[config.mk]
export PLATFORM = sky130hd
export DESIGN_NAME = mem_bus_arbiter
export DESIGN_NICKNAME = d
export VERILOG_FILES = /design/src/rtl/mem_bus_arbiter.sv
export SDC_FILE = /design/constraint.sdc
export NUM_CORES = 1
export LEC_CHECK = 0
export BUFFER_PORTS_ARGS = -buffer_cell sky130_fd_sc_hd__buf_2
export CORE_ASPECT_RATIO = 2
export CORE_UTILIZATION = 32
export DETAILED_ROUTE_END_ITERATION = 8
export GPL_TIMING_DRIVEN = 0
export PLACE_DENSITY = 0.65
export SYNTH_ARGS = -nofsm -noshare
export SYNTH_HDL_FRONTEND = slang
export SYNTH_SLANG_ARGS = --single-unit
[constraint.sdc]
create_clock -name clock -period 3.9 [get_ports clock]
set_input_delay 0 -clock clock [delete_from_list [all_inputs] [get_ports clock]]
set_output_delay 0 -clock clock [all_outputs]
set_load 0.01 [all_outputs]
[src/rtl/mem_bus_arbiter.sv]
// mem_bus_arbiter
//   Shares the 16-bit-address / 8-bit-data memory bus between the CPU6 core
//   and a single DMA requester. The CPU has fixed priority. A starvation
//   counter forces a DMA grant after DMA_MAX_WAIT denied cycles. DMA bursts
//   are cut off after BURST_MAX transfers. The arbiter owns the memory
//   address/data mux and mem_we.
//
// Ports
//   clock, reset                   rising-edge clock, async active-low reset
//   cpu_req/we/addr/wdata          CPU transfer request
//   cpu_grant                      CPU owns the bus (registered)
//   cpu_rdata, cpu_rvalid          CPU read return (rvalid is a 1-cycle pulse)
//   dma_req/we/addr/wdata/last     DMA transfer request, last marks burst end
//   dma_grant                      DMA owns the bus (registered)
//   dma_rdata, dma_rvalid          DMA read return (rvalid is a 1-cycle pulse)
//   mem_addr, mem_wdata, mem_we    bus outputs, combinational from the owner
//   mem_rdata                      bus read data, valid in the issue cycle

module mem_bus_arbiter #(
    parameter int unsigned DMA_MAX_WAIT = 8,   // 1..255
    parameter int unsigned BURST_MAX    = 16   // 1..255
) (
    input  logic        clock,
    input  logic        reset,
    input  logic        cpu_req,
    input  logic        cpu_we,
    input  logic [15:0] cpu_addr,
    input  logic [7:0]  cpu_wdata,
    output logic        cpu_grant,
    output logic [7:0]  cpu_rdata,
    output logic        cpu_rvalid,
    input  logic        dma_req,
    input  logic        dma_we,
    input  logic [15:0] dma_addr,
    input  logic [7:0]  dma_wdata,
    input  logic        dma_last,
    output logic        dma_grant,
    output logic [7:0]  dma_rdata,
    output logic        dma_rvalid,
    output logic [15:0] mem_addr,
    output logic [7:0]  mem_wdata,
    output logic        mem_we,
    input  logic [7:0]  mem_rdata
);

    typedef enum logic [1:0] {
        ST_IDLE,
        ST_CPU,
        ST_DMA
    } state_t;

    state_t     state, next_state;
    logic [7:0] wait_cnt;
    logic [7:0] burst_cnt;

    logic cpu_issue, dma_issue;
    logic starve;
    logic burst_end;
    logic dma_release;
    logic dma_entry;

    assign cpu_issue = (state == ST_CPU) && cpu_req;
    assign dma_issue = (state == ST_DMA) && dma_req;
    assign starve    = (wait_cnt == 8'(DMA_MAX_WAIT));
    // The transfer issuing now is the BURST_MAX-th of this grant.
    assign burst_end = (burst_cnt == 8'(BURST_MAX - 1));

    assign dma_release = !dma_req || (dma_issue && (dma_last || burst_end));
    // A release that lands back in DMA is a fresh burst, so it counts as entry.
    assign dma_entry   = (next_state == ST_DMA) && ((state != ST_DMA) || dma_release);

    assign cpu_grant = (state == ST_CPU);
    assign dma_grant = (state == ST_DMA);

    // NOTE: every output of a combinational block gets a default before the
    // case, so no path can leave it unassigned and infer a latch.
    always_comb begin
        next_state = state;
        case (state)
            ST_IDLE: begin
                if (cpu_req && !starve) next_state = ST_CPU;
                else if (dma_req)       next_state = ST_DMA;
            end
            ST_CPU: begin
                if (dma_req && starve) next_state = ST_DMA;
                else if (cpu_req)      next_state = ST_CPU;
                else if (dma_req)      next_state = ST_DMA;
                else                   next_state = ST_IDLE;
            end
            ST_DMA: begin
                if (dma_release) begin
                    if (cpu_req)                  next_state = ST_CPU;
                    else if (dma_req && !dma_last) next_state = ST_DMA;
                    else                          next_state = ST_IDLE;
                end
            end
            default: next_state = ST_IDLE;
        endcase
    end

    always_comb begin
        mem_addr  = 16'h0000;
        mem_wdata = 8'h00;
        mem_we    = 1'b0;
        case (state)
            ST_CPU: begin
                mem_addr  = cpu_addr;
                mem_wdata = cpu_wdata;
                mem_we    = cpu_req && cpu_we;
            end
            ST_DMA: begin
                mem_addr  = dma_addr;
                mem_wdata = dma_wdata;
                mem_we    = dma_req && dma_we;
            end
            default: ;
        endcase
    end

    // NOTE: state and counters use non-blocking assignments so every register
    // samples the pre-edge values, independent of statement order.
    always_ff @(posedge clock or negedge reset) begin
        if (!reset) begin
            state     <= ST_IDLE;
            wait_cnt  <= 8'd0;
            burst_cnt <= 8'd0;
        end else begin
            state <= next_state;

            if (dma_entry || !dma_req)
                wait_cnt <= 8'd0;
            else if (state != ST_DMA && !starve)
                wait_cnt <= wait_cnt + 8'd1;

            if (dma_entry)
                burst_cnt <= 8'd0;
            else if (dma_issue)
                burst_cnt <= burst_cnt + 8'd1;
        end
    end

    // Read data is captured on the issue edge, so a read issued in a handover
    // cycle still returns to its issuer after the grant has moved on.
    always_ff @(posedge clock or negedge reset) begin
        if (!reset) begin
            cpu_rdata  <= 8'h00;
            cpu_rvalid <= 1'b0;
            dma_rdata  <= 8'h00;
            dma_rvalid <= 1'b0;
        end else begin
            cpu_rvalid <= cpu_issue && !cpu_we;
            dma_rvalid <= dma_issue && !dma_we;
            if (cpu_issue && !cpu_we) cpu_rdata <= mem_rdata;
            if (dma_issue && !dma_we) dma_rdata <= mem_rdata;
        end
    end

endmodule

### After elaboration in Yosys (flattened, before gate mapping)

Cells that the tools add are included.

* register bits: 36
* output and inout port bits: 45
* logic and storage cells: 55

* add/sub/neg operators: 2
* equality and inequality tests: 6
* muxes and demuxes: 16
* reductions and logical operators: 24

Operators by type and width (number)
* two-way mux 8 bit: 4
* case mux 16 bit (2 select lines): 1
* adder 8 x 1 -> 8 bit, second input constant: 2
* == test 8 x 4 -> 1 bit, second input constant: 2
* two-way mux 2 bit: 8
* case mux 8 bit (2 select lines): 1
* logical AND 1 bit: 12
* case mux 2 bit (3 select lines): 1
* logical NOT 1 bit: 5
* == test 2 bit, second input constant: 2
* logical OR 1 bit: 4
* nonzero test 2 bit: 2
* == test 2 x 1 -> 1 bit, second input constant: 1
* logical NOT 2 bit: 1
* != test 2 bit, second input constant: 1
* case mux 1 bit (2 select lines): 1

### Longest topological paths before layout

Gate-level depths: netlist of run 1.

* depth after elaboration: 10
* mapped depth: 9

### Least setup slack after synthesis of run 1

Ideal clock, no wire load.

* path type: reg2reg
* start point: register wait_cnt[4]
* end point: register burst_cnt[6]
* setup time: 139 ps
* arrival: 1941 ps
* required time: 3761 ps
* slack: 1820 ps
* cell stages (with the launch flop): 7
* path buffers: 1
* period minus slack after synthesis: 2080 ps
* cell sequence: dfrtp_1 -> or4_4 -> o31ai_4 -> nand3_2 -> a211oi_4 -> buf_6 -> a21oi_1

* word-level cells in the longest chain between the ends: 8
* elaborated cells between the ends (all ways): 11
* classes of those cells: eq/ne (2); mux (4); reduce/logical (5)

RTL lines
* start: declaration: line 53 `logic [7:0] wait_cnt;`
* start signal: assignment: line 133 `wait_cnt <= wait_cnt + 8'd1;`
* == test 8 x 4 -> 1 bit (*): line 64 `assign starve = (wait_cnt == 8'(DMA_MAX_WAIT));`
* logical NOT 1 bit: line 81 `if (cpu_req && !starve) next_state = ST_CPU;`
* logical AND 1 bit: line 81
* two-way mux 2 bit: line 81
* case mux 2 bit (3 select lines) (*): line 79 `case (state)`
* == test 2 bit (*): line 70 `assign dma_entry = (next_state == ST_DMA) && ((state != ST_DMA) || dma_release);`
* logical AND 1 bit (*): line 70
* two-way mux 8 bit or nonzero test 2 bit (tied branches)
* end signal: assignment: line 138 `burst_cnt <= burst_cnt + 8'd1;`
* end: declaration: line 54 `logic [7:0] burst_cnt;`

Mark *: on every way between the ends. The rest lies on a longest branch, timed or not.
A chain may end at the register's enable or synchronous reset.

### Worst setup path in the final report of run 1

* start point: register state[0]
* end point: output mem_addr[0]

* word-level cells in the longest chain between the ends: 2
* elaborated cells between the ends (all ways): 3
* classes of those cells: eq/ne (2); mux (1)

RTL lines
* start: declaration: line 52 `state_t state, next_state;`
* start signal: assignment: line 128 `state <= next_state;`
* == test 2 bit or == test 2 x 1 -> 1 bit (tied branches): line 105 `case (state)`
* case mux 16 bit (2 select lines) (*): line 105
* end: declaration: line 40 `output logic [15:0] mem_addr,`

Marks and branches as above.

==> summary.txt, run 1 <==
Route
  – Via density: 4.81
  – Drt wl/cell: 13.1 µm
  – Detailed-route DRC error count: 0
  – Vias: 2218
  – Initial drt markers: 57
  – DRT Pass-1 Iters: 4
  – Drt total wl: 6040 µm
  – Antenna viol nets, final: 0

Clock network
  – Clk slew on worst S/H paths: 0.05 ns
  – CTS H-tree lvls: 2
  – Post-CTS Hold Fix Bufs: 9
  – CTS buffer count: 5
  – CTS tree: yes
  – Root Driver: clkbuf_16
  – Setup repair bufs after CTS: 0
  – Post-CTS resize count: 0
  – Clk buf depth: 2
  – Worst skew pair latency: 0.28 ns
  – Clock Sinks: 36

Power and ir drop
  – Pleak: 1.56 nW
  – P per Cell Area: 626 nW/µm²
  – Worst vdd ir: 0.342 mV

Timing
  – Worst Clk Skew: 0.00344 ns
  – Fmax: 431 MHz
  – Setup Viol. Count Final: 0
  – Fin crit period: 2.32 ns
  – Pins over their slew limit: 0
  – Fin crit share: 59.5%
  – Worst slew pin tran: 0.807 ns
  – Setup TNS Final: 0 ns
  – Slew headroom: 46.2%
  – RSZ-0062 raised after global routing: no
  – Hold Violations, Final: 0
  – Min Hold Slack: 0.268 ns

Global routing
  – Initial antenna violation count: 0
  – Vias in the first global route: 2208
  – Gr usage total: 17.4%
  – Largest net degree at the start of global routing: 37
  – First-pass GRT wire length: 9510 µm
  – Global route overflow: 0

Run status
  – Status: complete, no violations

Flow run
  – Max-cap violations: 0

Floorplanning
  – Die ar.: 7250 µm²
  – Die H: 119 µm
  – Cell Rows: 42
  – Initial Utilization: 33.3%
  – IO Count: 108
  – Die width: 60.7 µm
  – Core footprint: 6620 µm²

Setup path
  – WS Path Type: register to output pin
  – Most frequent cell on the critical path: clkbuf_1
  – Critical-path top delay cell: clkbuf_1
  – Critical path arrival: 2.32 ns
  – Worst Path Required: 3.90 ns
  – CP max FO: 10
  – Startpoint Class: register
  – Crit end category: output pin
  – Crit-path cells: inv_1, ha_1, clkbuf_1, clkbuf_1, a22oi_1, nor2b_1, buf_2
  – Crit path largest cell delay: 0.46 ns

Yosys
  – Post-synth top area share: 40.8%
  – Netlist cell types: 39
  – Synth top area cells: dfrtp_1, nand2_1, a22oi_1
  – Asr flop ratio synth: 100%
  – Synth Instances: 250
  – Seq/Total Area, Yosys: 40.8%
  – Post-synth top area cell: dfrtp_1
  – Cell Area, Synth: 2210 µm²
  – Synth Area per Inst: 8.82 µm²
  – Post-synth EDFFs: 0
  – Post-Syn Nets: 320
  – Warnings from Yosys: 0
  – FF+latch count, synth: 36
  – Main synth FF type: dfrtp_1

Placement
  – Number of buffers added on ports: 107
  – GPL Wtd Cong: 0.796
  – Post-DP HPWL: 4720 µm

Cells and area
  – Final net count: 443
  – Register area: 901 µm²
  – Layout cell share with drive strength beyond 1: 33.8%
  – FILL cells: 637
  – Number of diodes: 0
  – Area occupied by multi-input gates: 1210 µm²
  – Area Overhead vs Synth: 40.3%

Min path
  – Worst hold path type: input port to register
==> kinds of logic (layout without fill, tap and decap cells) <==
logic type	Yosys count	count (layout)	synth area share, %
and+or+nand+nor	116	116	26.1
AOI/OAI and AO/OA	55	55	18.6
DFF	36	36	40.8
buffers and inverters	21	144	4.25
xor gates and xnor gates	12	12	4.76
adders and majority gates	7	7	3.97
muxes	3	3	1.47
==> final cells by class <==
| type | count | area share, % |
|---|---|---|
| tap | 88 | 3.56 |
| clock buffer | 7 | 4.93 |
| sequential | 36 | 29.1 |
| multi-input combinational | 193 | 39.1 |
| buffer | 14 | 2.18 |
| timing repair buffer | 116 | 20.2 |
| inverter | 7 | 0.849 |
==> metrics by stage <==
stage          instance area, µm²  power (W)  setup slack (ns)  util [%]  std cells
4_1_cts                      3090    0.00197              1.52      46.7        461
6_report                     3090    0.00194              1.58      46.7        461
3_3_place_gp                 2850    0.00152              1.61      43.1        445
3_5_place_dp                 2850    0.00154              1.63      43.1        445
5_1_grt                      3090    0.00210              1.35      46.7        461
2_1_floorplan                2210    0.00119              1.82         -        250
==> worst paths after layout <==
path / from / slack [ns] / cells past startpoint / endpoint
worst max-delay path: state[0] / 1.58 / 7 / mem_addr[0]
worst min-delay path: dma_req / 0.27 / 4 / wait_cnt[5]
worst max register to register: wait_cnt[4] / 1.63 / 6 / burst_cnt[6]
worst min register to register: cpu_rdata[0] / 0.47 / 2 / cpu_rdata[0]
max in group asynchronous: reset / 3.03 / 2 / state[0]
min in group asynchronous: reset / 0.35 / 2 / dma_rdata[0]
==> state kept, by name, summed over array words and instances (netlist names) <==
name	cells
burst_cnt	8
cpu_rdata	8
cpu_rvalid	1
dma_rdata	8
dma_rvalid	1
state	2
wait_cnt	8
==> cell usage after synthesis, types with 2 or more instances <==
library cell	count
mux2_2	2
and3_1	2
inv_1	5
ha_1	7
nand3_1	7
nand2b_1	2
xnor2_1	10
a22oi_1	25
a211oi_4	2
clkinv_1	2
a21oi_1	17
nor2b_1	26
o21ai_0	2
clkbuf_1	12
nor3_1	3
nand4_1	2
nor2_1	3
xor2_1	2
dfrtp_1	36
and4b_1	2
buf_6	2
nand2_1	62
==> layout by cell type, fill, tap and decap left out, drive strengths merged, types with 2 or more instances in the layout <==
| cell | count |
|---|---|
| xor2 | 2 |
| mux2 | 2 |
| nand4 | 2 |
| nand2 | 62 |
| clkbuf | 19 |
| dfrtp | 36 |
| buf | 109 |
| a21oi | 17 |
| o21ai | 3 |
| clkinv | 2 |
| nor2b | 26 |
| nand2b | 2 |
| and4b | 2 |
| nor2 | 3 |
| nor3 | 3 |
| xnor2 | 10 |
| dlygate4sd3 | 9 |
| inv | 5 |
| ha | 7 |
| a211oi | 3 |
| nand3 | 8 |
| and3 | 2 |
| and2 | 2 |
| a22oi | 26 |
==> per-layer routing <==
metal  vias to the layer above  part of all wire [%]  global-route usage [%]
li1                       1100                     -                       -
met1                      1009                    36                    15.5
met2                        99                    56                    35.2
met3                        10                   5.9                    1.41
met4                         0                   2.2                    8.38
met5                         -                     0                       0
==> critical path, delay by kind of cell, from the launching register on <==
family / cells / cell delay, ns
compound gates: 1 / 0.16
fa+ha+maj: 1 / 0.23
buf+inv: 4 / 1.11
flops: 1 / 0.43
simple gates: 1 / 0.12
==> report_power, final <==
| group | internal [W] | leakage (nW) | switching (W) |
|---|---|---|---|
| sequential | 0.000480 | 0.474 | 0.0000674 |
| combinational | 0.000432 | 1.01 | 0.000555 |
| clock | 0.000267 | 0.0760 | 0.000135 |
| total | 0.00118 | 1.56 | 0.000757 |
Power figures use the tool's default switching activity.
==> run 2, diff against run 1 <==
- clock period: 3.9 -> 2.45 ns (I/O delays scaled with it)
==> run 2 against run 1 <==
Final cell count is the same. Non-clock buffer count is the same. Register-to-register slack lost 1.5 ns. Utilization is essentially flat. Via count grew 0.32%. First-iteration DRC count grew 1.8%. Clock skew is essentially flat. Worst hold slack gained 0.0018 ns. Flip-flop and latch count is the same. Sequential share of layout area is essentially flat.
==> summary.txt, run 2 (synthesized netlist as in run 1, its figures left out) <==
Run status
  – Status: complete, no violations

Route
  – Vias: 2225
  – Initial drt markers: 58
  – Via density: 4.83
  – Detailed-route DRC error count: 0
  – Antenna viol nets, final: 0
  – Drt total wl: 6030 µm
  – Drt wl/cell: 13.1 µm
  – DRT Pass-1 Iters: 4

Setup path
  – WS Path Type: register to register
  – Buf+Inv Stages, Crit Path: 1
  – Crit end category: register
  – Crit path largest cell delay: 0.60 ns
  – Largest delay contributor family on the critical path: compound AO/OA/AOI/OAI gates
  – Critical-path top delay cell: or4_4
  – Startpoint Class: register
  – Crit-path cells: or4_4, o31ai_4, a22oi_2, a211oi_4, buf_6, a21oi_1
  – CP max FO: 10
  – Critical path arrival: 2.41 ns
  – Worst Path Required: 2.59 ns

Clock network
  – Setup repair bufs after CTS: 0
  – Clk slew on worst S/H paths: 0.05 ns
  – Root Driver: clkbuf_16
  – Clk buf depth: 2
  – CTS buffer count: 5
  – Worst skew pair latency: 0.28 ns
  – Clock Sinks: 36
  – CTS H-tree lvls: 2
  – CTS tree: yes

Cells and area
  – Most common cell after layout, fill and taps aside: buf_2
  – Most frequent cells in the layout: buf_2, nand2_1, dfrtp_1, nor2b_1, a22oi_1
  – Area Overhead vs Synth: 40.3%
  – Layout cell share with drive strength beyond 1: 34.3%
  – Final net count: 443
  – Design area: 3100 µm²
  – Number of diodes: 0
  – Non-Filler Instances: 461

Timing
  – RSZ-0062 raised after global routing: no
  – Fmax: 440 MHz
  – Pins over their slew limit: 0
  – Slew headroom: 46.3%
  – Fin crit share: 92.8%
  – Hold Violations, Final: 0
  – Final worst slack: 0.177 ns
  – Worst slew pin tran: 0.806 ns
  – Fin crit period: 2.27 ns
  – Setup TNS Final: 0 ns
  – Worst Clk Skew: 0.00373 ns
  – Setup Viol. Count Final: 0

Placement
  – Placed standard-cell area: 2850 µm²
  – Pre-CTS setup slack: 0.185 ns
  – Placed cell count: 445
  – Post-DP HPWL: 4720 µm
  – GPL Wtd Cong: 0.796
  – Number of buffers added on ports: 107

Floorplanning
  – Die ar.: 7250 µm²
  – IO Count: 108
  – Die H: 119 µm
  – Cell Rows: 42
  – Core footprint: 6620 µm²
  – Initial Utilization: 33.3%
  – Die width: 60.7 µm

Power and ir drop
  – Pleak: 1.57 nW
  – P per Cell Area: 995 nW/µm²
  – Worst vdd ir: 0.545 mV

Global routing
  – Met1 GRT Util: 15.5%
  – Busiest grt layer: met2
  – Global route overflow: 0
  – Initial antenna violation count: 0
  – First-pass GRT wire length: 9510 µm
  – Vias in the first global route: 2208
  – Largest net degree at the start of global routing: 37
  – Gr usage total: 17.4%
  – Met3 usage in global routing: 1.41%
  – Met2 Track Usage GR: 35.2%

Min path
  – Worst hold path type: input port to register

Flow run
  – Max-cap violations: 0
-- run 2: cell types whose count changed in the layout (fill, tap and decap cells not counted), sizes merged --
cell / change
clkinv: -1
inv: +1
-- run 2: timing repair --
action                     in CTS  in global routing
hold buffers                    9                  0
gates resized for setup         0                  3
setup endpoints to repair       0                 20
hold endpoints to repair       52                  0
-- run 2: area by class of cell --
| cell class | instances | area (µm²) |
|---|---|---|
| fill | 637 | 3530 |
| timing repair buffer | 116 | 626 |
| inverter | 7 | 26.3 |
| multi-input combinational | 193 | 1210 |
| sequential | 36 | 901 |
| tap | 88 | 110 |
| buffer | 14 | 68.8 |
| clock buffer | 7 | 153 |
-- run 2: metal layers --
metal,share of wire [%],routed length [µm]
met4,1.9,113
met5,0,0
met3,5.8,351
met1,36,2170
met2,56,3400
-- run 2: report_power, final --
part | internal (W) | total [W] | switching (W)
sequential | 0.000765 | 0.000872 | 0.000107
combinational | 0.000689 | 0.00157 | 0.000881
clock | 0.000426 | 0.000639 | 0.000213
-- run 2: worst paths after layout --
| kind | depth (start not counted) | end | slack (ns) | start |
|---|---|---|---|---|
| setup / recovery | 6 | burst_cnt[6] | 0.18 | wait_cnt[4] |
| hold / removal | 4 | wait_cnt[5] | 0.27 | dma_req |
| setup reg to reg | 6 | burst_cnt[6] | 0.18 | wait_cnt[4] |
| hold reg to reg | 2 | cpu_rdata[0] | 0.47 | cpu_rdata[0] |
| max in group asynchronous | 2 | state[0] | 1.58 | reset |
| min in group asynchronous | 2 | dma_rdata[0] | 0.35 | reset |
-- run 2: stage by stage --
step	hold WS [ns]	utilization [%]	total power, W
6_report	0.270	46.7	0.00308
5_1_grt	0.331	46.7	0.00334
4_1_cts	0.266	46.7	0.00313
3_5_place_dp	0.138	43.1	0.00246
3_3_place_gp	0.129	43.1	0.00242
2_1_floorplan	-0.296	-	0.00189
-- run 2: worst register-to-register path: cells and delay by family (launching register included) --
kind	cells	cell delay, ns
compound gates	4	0.94
buf+inv	1	0.20
flops	1	0.41
simple gates	1	0.60
==> run 3, diff against run 2 <==
- CORE_MARGIN: default -> 2
==> run 3 against run 2 <==
Power barely moved. Sequential share of layout area is essentially flat. Maximum frequency down 1.4%. Flip-flop and latch count unchanged. Worst hold slack lost 0.0042 ns. Wire length up 1.4%. Register-to-register slack worse by 0.03 ns. Critical path depth did not move. Sequential power is essentially flat. Final cell count up 0.22%. Critical path type unchanged. Critical endpoint is now wait_cnt[1]. Largest power group unchanged. Highest routed layer unchanged.
==> summary.txt, run 3 (synthesized netlist as in run 1, its figures left out) <==
Clock network
  – Clk slew on worst S/H paths: 0.05 ns
  – Clock Sinks: 36
  – CTS H-tree lvls: 2
  – Root Driver: clkbuf_16
  – Clk buf depth: 2
  – CTS buffer count: 5
  – CTS tree: yes
  – Setup repair bufs after CTS: 0
  – Worst skew pair latency: 0.28 ns

Route
  – Via density: 4.82
  – Initial drt markers: 91
  – Vias: 2229
  – DRT Pass-1 Iters: 4
  – Detailed-route DRC error count: 0
  – Drt wl/cell: 13.2 µm
  – Antenna viol nets, final: 0
  – Drt total wl: 6110 µm

Power and ir drop
  – Worst vdd ir: 0.448 mV
  – Net Sw Frac: 39.7%
  – Power Total: 0.00308 W
  – Sequential power share: 28.2%
  – P per Cell Area: 995 nW/µm²
  – Int Pwr: 0.00186 W
  – Sw Pwr: 0.00122 W
  – Pleak: 1.55 nW
  – Clock power share: 20.7%
  – Logic pwr share: 51.0%

Timing
  – Fmax: 434 MHz
  – Fin crit share: 94.1%
  – RSZ-0062 raised after global routing: no
  – Final worst slack: 0.145 ns
  – Setup TNS Final: 0 ns
  – Fin crit period: 2.30 ns
  – Pins over their slew limit: 0
  – Worst Clk Skew: 0.00118 ns
  – Slew headroom: 47.6%
  – Worst slew pin tran: 0.786 ns
  – Setup Viol. Count Final: 0
  – Hold Violations, Final: 0

Floorplanning
  – Die ar.: 7610 µm²
  – Cell Rows: 42
  – IO Count: 108
  – Initial Utilization: 33.3%
  – Core footprint: 6620 µm²
  – Die H: 121 µm
  – Die width: 62.7 µm

Cells and area
  – Most frequent cells in the layout: buf_2, nand2_1, dfrtp_1, nor2b_1, a22oi_1
  – Most common cell after layout, fill and taps aside: buf_2
  – Number of diodes: 0
  – Layout cell share with drive strength beyond 1: 34.2%
  – Final net count: 443
  – Area Overhead vs Synth: 40.4%
  – Final core occ: 46.8%

Setup path
  – CP max FO: 10
  – Crit end category: register
  – WS Path Type: register to register
  – Startpoint Class: register
  – Worst Path Required: 2.61 ns
  – Critical path arrival: 2.47 ns

Min path
  – Worst hold path type: input port to register

Placement
  – Pre-CTS setup slack: 0.139 ns
  – Post-DP HPWL: 4800 µm
  – GPL Wtd Cong: 0.797
  – Number of buffers added on ports: 107

Global routing
  – Global route overflow: 0
  – Initial antenna violation count: 0
  – Gr usage total: 16.8%
  – Largest net degree at the start of global routing: 37
  – First-pass GRT wire length: 10200 µm
  – Vias in the first global route: 2318

Flow run
  – Max-cap violations: 0

Run status
  – Status: complete, no violations
## run 3: final cells by class
cell class	count	area (µm²)
fill	649	3520
multi-input combinational	193	1210
sequential	36	901
timing repair buffer	116	626
clock buffer	7	143
tap	88	110
buffer	14	68.8
inverter	7	30.0
clock inverter	1	7.51
## run 3: final timing paths
check	startpoint	end	slack, ns	cells after the start
setup / recovery	wait_cnt[4]	wait_cnt[1]	0.15	6
hold / removal	dma_last	state[1]	0.27	5
setup reg to reg	wait_cnt[4]	wait_cnt[1]	0.15	6
hold reg to reg	cpu_rdata[2]	cpu_rdata[2]	0.47	2
max in group asynchronous	reset	burst_cnt[3]	1.59	2
min in group asynchronous	reset	dma_rdata[6]	0.36	2
## run 3: critical path: stages, from the launching register on
cell,delay [ns]
dfrtp_1,0.41
or4_4,0.60
o311ai_1,0.30
o21ai_1,0.16
a211oi_4,0.44
buf_6,0.21
a21oi_1,0.07
## run 3: per-layer routing
layer  GRT usage [%]  part of all wire [%]
met5               0                     0
met4            5.97                   1.3
met3            3.53                   6.9
met2            35.6                    58
met1            14.7                    34
## run 3: metrics by stage
| stage | hold WS (ns) | cells | instance area [µm²] |
|---|---|---|---|
| 2_1_floorplan | -0.296 | 250 | 2210 |
| 3_3_place_gp | 0.126 | 445 | 2850 |
| 3_5_place_dp | 0.138 | 445 | 2850 |
| 4_1_cts | 0.266 | 462 | 3090 |
| 5_1_grt | 0.299 | 462 | 3100 |
| 6_report | 0.265 | 462 | 3100 |
## run 3: timing repair
| item | in CTS | in global routing |
|---|---|---|
| gates resized for setup | 0 | 3 |
| hold endpoints to repair | 52 | 0 |
| endpoints found under the setup margin | 0 | 21 |
| hold buffers | 9 | 0 |
## run 3: power groups by stage
| stage | clock network [W] | logic (W) | registers, W |
|---|---|---|---|
| 6_report | 0.000639 | 0.00157 | 0.000870 |
| 5_1_grt | 0.000675 | 0.00176 | 0.000893 |
| 4_1_cts | 0.000657 | 0.00160 | 0.000872 |
| 3_5_place_dp | 0 | 0.00158 | 0.000874 |
| 3_3_place_gp | 0 | 0.00155 | 0.000874 |
| 2_1_floorplan | 0 | 0.000967 | 0.000927 |
